File: src/rtl/game_pkg.sv
// Shared types and constants for the game datapath blocks.
package game_pkg;

  typedef enum logic [1:0] {
    IDLE,
    ROLLING,
    WAIT_DONE
  } roller_state_t;

  localparam logic [15:0] LFSR_MASK = 16'hB400;

  // One right shift of the Galois LFSR for x^16+x^14+x^13+x^11.
  function automatic logic [15:0] lfsr_step(input logic [15:0] v);
    return (v >> 1) ^ (v[0] ? LFSR_MASK : 16'h0000);
  endfunction

endpackage

File: src/rtl/lfsr16.sv
// Free-running 16-bit Galois LFSR; reloads the seed if it ever locks up at zero.
module lfsr16
  import game_pkg::*;
(
  input  logic        clk,
  input  logic        reset,
  input  logic [15:0] seed,
  output logic [15:0] out
);

  always_ff @(posedge clk or posedge reset) begin
    if (reset) begin
      out <= seed;
    end else if (out == 16'h0000) begin
      out <= seed;
    end else begin
      out <= lfsr_step(out);
    end
  end

endmodule

File: src/rtl/dice_roller.sv
// Button-triggered dice roll: timed tumbling animation, one-cycle result pulse,
// then lockout until game_logic signals the turn is finished.
module dice_roller
  import game_pkg::*;
#(
  parameter int          ROLL_CYCLES  = 50_000_000,
  parameter int          FRAME_CYCLES = 5_000_000,
  parameter logic [15:0] LFSR_SEED    = 16'hACE1
) (
  input  logic       clk,
  input  logic       reset,
  input  logic       enable,
  input  logic       roll_btn,
  input  logic       turn_done,
  output logic [1:0] dice_value,
  output logic       dice_valid,
  output logic       rolling,
  output logic       busy,
  output logic [1:0] anim_face
);

  localparam int RW = (ROLL_CYCLES > 1) ? $clog2(ROLL_CYCLES) : 1;
  localparam int FW = (FRAME_CYCLES > 1) ? $clog2(FRAME_CYCLES) : 1;
  localparam logic [RW-1:0] ROLL_LAST  = RW'(ROLL_CYCLES - 1);
  localparam logic [FW-1:0] FRAME_LAST = FW'(FRAME_CYCLES - 1);

  roller_state_t state, state_next;
  logic          btn_prev;
  logic          rise;
  logic [15:0]   lfsr_q;
  logic [1:0]    sample;
  logic [RW-1:0] roll_cnt, roll_cnt_next;
  logic [FW-1:0] frame_cnt, frame_cnt_next;
  logic [1:0]    value_next, anim_next;
  logic          valid_next, rolling_next, busy_next;

  lfsr16 u_lfsr (
    .clk   (clk),
    .reset (reset),
    .seed  (LFSR_SEED),
    .out   (lfsr_q)
  );

  assign sample = lfsr_q[1:0];
  assign rise   = roll_btn & ~btn_prev;

  always_ff @(posedge clk or posedge reset) begin
    if (reset) begin
      state <= IDLE;
    end else begin
      state <= state_next;
    end
  end

  // Dropping enable aborts from any busy state, taking priority over completion.
  always_comb begin
    state_next = state;
    case (state)
      IDLE:      if (enable && rise) state_next = ROLLING;
      ROLLING:   if (!enable) state_next = IDLE;
                 else if (roll_cnt == '0) state_next = WAIT_DONE;
      WAIT_DONE: if (!enable || turn_done) state_next = IDLE;
      default:   state_next = IDLE;
    endcase
  end

  always_comb begin
    roll_cnt_next  = roll_cnt;
    frame_cnt_next = frame_cnt;
    value_next     = dice_value;
    anim_next      = anim_face;
    valid_next     = 1'b0;
    rolling_next   = (state_next == ROLLING);
    busy_next      = (state_next != IDLE);
    case (state)
      IDLE: begin
        if (enable && rise) begin
          roll_cnt_next  = ROLL_LAST;
          frame_cnt_next = FRAME_LAST;
          anim_next      = sample;
        end
      end
      ROLLING: begin
        if (enable) begin
          if (roll_cnt == '0) begin
            value_next = sample;
            anim_next  = sample;
            valid_next = 1'b1;
          end else begin
            roll_cnt_next = roll_cnt - RW'(1);
            if (frame_cnt == '0) begin
              frame_cnt_next = FRAME_LAST;
              anim_next      = sample;
            end else begin
              frame_cnt_next = frame_cnt - FW'(1);
            end
          end
        end
      end
      default: ;
    endcase
  end

  // btn_prev resets high so a button held through reset release is not a press.
  always_ff @(posedge clk or posedge reset) begin
    if (reset) begin
      btn_prev   <= 1'b1;
      roll_cnt   <= '0;
      frame_cnt  <= '0;
      dice_value <= 2'd0;
      dice_valid <= 1'b0;
      rolling    <= 1'b0;
      busy       <= 1'b0;
      anim_face  <= 2'd0;
    end else begin
      btn_prev   <= roll_btn;
      roll_cnt   <= roll_cnt_next;
      frame_cnt  <= frame_cnt_next;
      dice_value <= value_next;
      dice_valid <= valid_next;
      rolling    <= rolling_next;
      busy       <= busy_next;
      anim_face  <= anim_next;
    end
  end

endmodule

File: config.mk
export PLATFORM = sky130hd
export DESIGN_NAME = dice_roller
export DESIGN_NICKNAME = d
export VERILOG_FILES = /design/src/rtl/game_pkg.sv /design/src/rtl/lfsr16.sv /design/src/rtl/dice_roller.sv
export SDC_FILE = /design/constraint.sdc
export NUM_CORES = 1
export LEC_CHECK = 0
export ABC_AREA = 1
export BUFFER_PORTS_ARGS = -buffer_cell sky130_fd_sc_hd__buf_2
export CORE_MARGIN = 5
export CORE_UTILIZATION = 40
export DETAILED_ROUTE_END_ITERATION = 8
export SLEW_MARGIN = 10
export SYNTH_ARGS = -nofsm -noshare
export SYNTH_HDL_FRONTEND = slang
export SYNTH_SLANG_ARGS = --single-unit
File: constraint.sdc
create_clock -name clk -period 2.2 [get_ports clk]
set_input_delay 0.11 -clock clk [delete_from_list [all_inputs] [get_ports clk]]
set_output_delay 0.11 -clock clk [all_outputs]
set_load 0.1 [all_outputs]
* Word level (Yosys, flattened, before mapping)
Cells that the tools add are included.
** Word-level totals
- Register bits after elaboration :: 75
- Latch bits :: 0
- Bits in writable memories :: 0
- Memory bits (read-only) :: 0
- Input bits :: 5
- Output and inout bits :: 7
- Word-level logic and storage cells :: 58
- Memories kept :: 0
** Cells by class
- Add/sub/neg operators :: 2
- Multipliers :: 0
- Div/mod/pow operators :: 0
- $lt $le $gt $ge :: 0
- Equality and inequality tests :: 7
- Shifts and indexed selects :: 0
- Muxes and demuxes :: 24
- Bitwise operators :: 3
- Reductions and logical operators :: 12
** Operator list (number)
- 2-to-1 mux 23 bit :: 4
- 2-to-1 mux 26 bit :: 3
- one-hot mux 26 bit (2 select lines) :: 1
- one-hot mux 23 bit (2 select lines) :: 1
- 2-to-1 mux 16 bit :: 2
- zero test 26 bit :: 1
- subtractor 26 x 1 -> 26 bit (second input constant) :: 1
- zero test 23 bit :: 1
- subtractor 23 x 1 -> 23 bit (second input constant) :: 1
- zero test 16 bit :: 1
- 2-to-1 mux 2 bit :: 8
- XOR 15 x 16 -> 16 bit :: 1
- AND reduction 4 bit :: 2
- inequality test 2 bit (second input constant) :: 3
- one-hot mux 2 bit (3 select lines) :: 1
- equality test 2 x 1 -> 1 bit (second input constant) :: 2
- one-hot mux 2 bit (2 select lines) :: 1
- nonzero test 2 bit :: 2
- 2-to-1 mux 1 bit :: 3
- inequality test 3 bit (second input constant) :: 1
- AND reduction 3 bit :: 1
- equality test 2 bit (second input constant) :: 1
- zero test 2 bit :: 1
- AND 1 bit :: 1
- 4 further kinds :: 4

* Depth between registers and ports, before layout
- Depth after elaboration :: 6
- Depth in mapped cells :: 11

* Worst setup path after synthesis
Ideal clock, no wire load.
- Path type :: register to register
- Start point :: register roll_cnt[0]
- End point :: register roll_cnt[9]
- Arrival time :: 1.645 ns
- Data required time :: 2.126 ns
- Setup slack :: 0.481 ns
- Cell stages (with the launch flop) :: 12
- Buffers on the path :: 1
- Period minus slack after synthesis :: 1.719 ns
- Cell sequence :: dfrtp_1 > inv_1 > ha_1 > nand2_2 > nor2_8 > nand2_4 > nor2_8 > nand2_4 > nand2_8 > buf_8 > nand2_1 > o21ai_2
** On the way
- Longest elaborated chain between the ends :: 4
- Elaborated cells on any way between the ends :: 7
- Classes of those cells :: add/sub (1); eq/ne (1); mux (3); reduce/logical (2)
** RTL lines
- start, declared :: line dice_roller.sv:32 : logic [RW-1:0] roll_cnt, roll_cnt_next;
- start signal, assigned :: line dice_roller.sv:117 : roll_cnt <= roll_cnt_next;
- subtractor 26 x 1 -> 26 bit :: line dice_roller.sv:90 : roll_cnt_next = roll_cnt - RW'(1);
- 2-to-1 mux 26 bit :: line dice_roller.sv:85 : if (roll_cnt == '0) begin
- 2-to-1 mux 26 bit :: line dice_roller.sv:84 : if (enable) begin
- one-hot mux 26 bit (2 select lines) :: line dice_roller.sv:75 : case (state)
Several ways; a longest one is shown, not always the timed one. The select of a mux whose other input is x is not followed.
A chain may end at the register's enable or synchronous reset.

* Worst setup path after layout
- Start point :: register roll_cnt[0]
- End point :: register roll_cnt[6]
Same word-level chain as after synthesis.

==> out/results.tsv <==
stage	metric	value	unit
run_status	outcome	completed	
critical_path	end_kind	register	
global_routing	antenna_found_initial	0	
route	drc_errors	0	
cts	cts_root_buf	clkbuf_8	
synth	synth-main-ff-cell	dfrtp_1	
job	maxCapViolations	0	
synth	ys_warn_count	0	
cells_and_area	area_delta_synth_final	10.0	%
cts	cts_buffer_depth	2	
cells_and_area	drive_gt1_frac	0.140	
power	ir_worst_vdd	427	uV
critical_path	criticalPathCategory	register to register	
cts	clock_sinks	75	
cts	cts_made_buffers	9	
route	final_antenna_net_count	0	
synth	synthCells	591	
timing	finalCriticalPeriod	1.99	ns
route	vias	3799	
timing	setup_viol	0	
synth	synthArstFlopShare	1.00	
placed_design	postPlaceCellArea	4580	sq um
placed_design	hpwl	6980	um
route	wire_per_inst	13.6	um
placed_design	portBuffers	11	
floorplanning	fp.dieArea	13100	sq um
global_routing	gr-usage-all-layers	0.164	
floorplanning	start_util	0.406	
hold_path	hp-class	input pin to register	
synth	synth_area	4380	sq um
timing	finalCritPeriodShare	0.906	
floorplanning	die_w	115	um
power	power.total	3.49	mW
synth	ys_types	34	
critical_path	critPathArrivalTime	2.29	ns
global_routing	grt_max_degree	76	
power	p_leak	2.32	nW
critical_path	path_cells	inv_1 > ha_2 > nand2_2 > nor2_8 > nand2_4 > nor2_8 > nand2_4 > nand2_8 > nand2_1 > o21ai_2	
placed_design	gp_congestion	0.849	
critical_path	startpoint_type	register	
cells_and_area	num-nets-final	612	
critical_path	critPathTopFamily	simple AND/OR/NAND/NOR gates	
timing	holdWs	0.0140	ns
cells_and_area	diodes	0	
critical_path	cp_num_buf_inv	1	
cts	cts_tree	yes	
route	drt_pass1_iterations	5	
timing	worst_slack	0.206	ns
cells_and_area	design_area	4820	sq um
cts	cts_htree_levels	3	
critical_path	crit_slowest_cell	dfrtp_1	
synth	ys_seq_area_frac	0.431	
route	wirelength	10200	um
synth	syn_nets	599	
critical_path	required	2.49	ns
floorplanning	io_pins	12	
power	power_density	724	nW/um^2
placed_design	pre_cts_ws	0.0630	ns
timing	tns	0	ns
timing	grt_setup_unrepaired	false	
critical_path	worst-path-max-fanout	46	
timing	finalHoldViolCount	0	
global_routing	grt-ovfl-total	0	
timing	fmax	502	MHz
floorplanning	dieHeight	115	um
global_routing	grt_pass1_vias	3631	
global_routing	grt_pass1_wl	17200	um
synth	synth-edff-count	0	
route	drt-initial-drc-count	242	
timing	skew	0.0111	ns
timing	worstMarginPinSlew	0.717	ns
timing	slew_violations	0	
synth	ys_seq_elements	75	
synth	avgSynthCellArea	7.41	sq um
floorplanning	coreArea	10800	sq um
route	viasPerCell	5.07	
timing	relSlewSlack	0.522	
cts	clock_latency	0.37	ns
cts	clk_pin_slew_worst_paths	0.10	ns
floorplanning	rows	38	
critical_path	slowest_delay	0.41	ns
[layout make-up]
class,count,area (sq um)
inverters,49,185
multi-input cells,446,2190
fillers,1115,5980
repair buffers,23,175
clock inverters,7,80.1
flip-flops and latches,75,1890
well taps,140,175
clock buffers,9,124
[sequential cells by signal (all words and copies together), names as in the netlist]
register    cells
anim_face       2
frame_cnt      23
dice_valid      1
busy            1
state           2
roll_cnt       26
btn_prev        1
dice_value      2
rolling         1
u_lfsr.out     16
[layer usage]
layer	vias to the layer above	part of all wire	track usage
li1	1933	-	-
met1	1765	0.47	0.216
met2	82	0.47	0.264
met3	19	0.035	0.0338
met4	0	0.025	0.0665
met5	-	0	0
[layout by cell type, fill, tap and decap left out, types with 3 or more instances in the layout]
cell | Yosys | routed
dfrtp_1 | 66 | 66
o21ai_0 | 15 | 15
xnor2_1 | 6 | 6
buf_4 | 0 | 8
nand2_1 | 179 | 179
nor4_1 | 4 | 4
nor2_2 | 4 | 5
nand4_1 | 29 | 29
nand3_1 | 46 | 46
buf_2 | 8 | 11
o21ai_2 | 14 | 14
nor2_1 | 95 | 94
o21ai_1 | 18 | 18
nand2_2 | 3 | 3
a21o_1 | 5 | 5
clkbuf_8 | 0 | 9
clkinv_2 | 0 | 3
xor2_1 | 8 | 8
dfstp_2 | 9 | 9
inv_1 | 47 | 46
[what timing repair did]
action / 4_1_cts / 5_1_grt
hold buffers: 2 / 0
setup endpoints to repair: 0 / 24
gates resized for setup: 0 / 1
endpoints found under the hold margin: 67 / 0
setup buffers: 0 / 0
[cells by family after synthesis]
group | share of synthesized area
adders and majority gates | 0.00858
xor gates and xnor gates | 0.0280
AOI/OAI and AO/OA | 0.0838
DFF | 0.431
buffers and inverters | 0.0718
and+or+nand+nor | 0.376
[cell usage after synthesis, types with 2 or more instances]
library cell | n | share of area
o21ai_1 | 18 | 0.021
nand2_2 | 3 | 0.0043
nor2_2 | 4 | 0.0057
dfstp_2 | 9 | 0.054
ha_1 | 3 | 0.0086
inv_2 | 2 | 0.0017
nand2_1 | 179 | 0.15
nand4_1 | 29 | 0.041
inv_1 | 47 | 0.040
nand2_4 | 2 | 0.0051
nor4_1 | 4 | 0.0057
or2_2 | 2 | 0.0029
nor2_8 | 2 | 0.0091
buf_6 | 2 | 0.0051
a21o_1 | 5 | 0.0086
o21ai_2 | 14 | 0.028
buf_8 | 2 | 0.0069
nor2_1 | 95 | 0.081
o21ai_0 | 15 | 0.017
nor2_4 | 2 | 0.0051
buf_2 | 8 | 0.0091
nand3_1 | 46 | 0.053
dfrtp_1 | 66 | 0.38
clkbuf_1 | 10 | 0.0086
xor2_1 | 8 | 0.016
xnor2_1 | 6 | 0.012
[per-stage QoR]
step           std cells   util
4_1_cts              748  0.445
2_1_floorplan        591      -
6_report             749  0.446
3_5_place_dp         730  0.424
3_3_place_gp         730  0.424
5_1_grt              749  0.446
[worst reg2reg max path, stage by stage (launching register included)]
cell and delay, ns:
dfrtp_1 0.41, inv_1 0.14, ha_2 0.23, nand2_2 0.11, nor2_8 0.17, nand2_4 0.08, nor2_8 0.18, nand2_4 0.10
nand2_8 0.28, nand2_1 0.13, o21ai_2 0.07
[path summary, 6_finish.rpt]
kind | from | endpoint | cells after the start | slack, ns
min in group asynchronous | reset | frame_cnt[13] | 4 | 0.35
max | roll_cnt[0] | roll_cnt[6] | 10 | 0.21
max reg2reg | roll_cnt[0] | roll_cnt[6] | 10 | 0.21
min | turn_done | state[1] | 4 | 0.01
max in group asynchronous | reset | u_lfsr.out[10] | 4 | 1.50
min reg2reg | u_lfsr.out[2] | u_lfsr.out[1] | 0 | 0.39
[where the power goes]
part	internal, mW	switching [mW]
sequential	1.50	0.138
clock	0.545	0.614
combinational	0.209	0.484
Note: power is estimated with default switching activity, not from simulation.
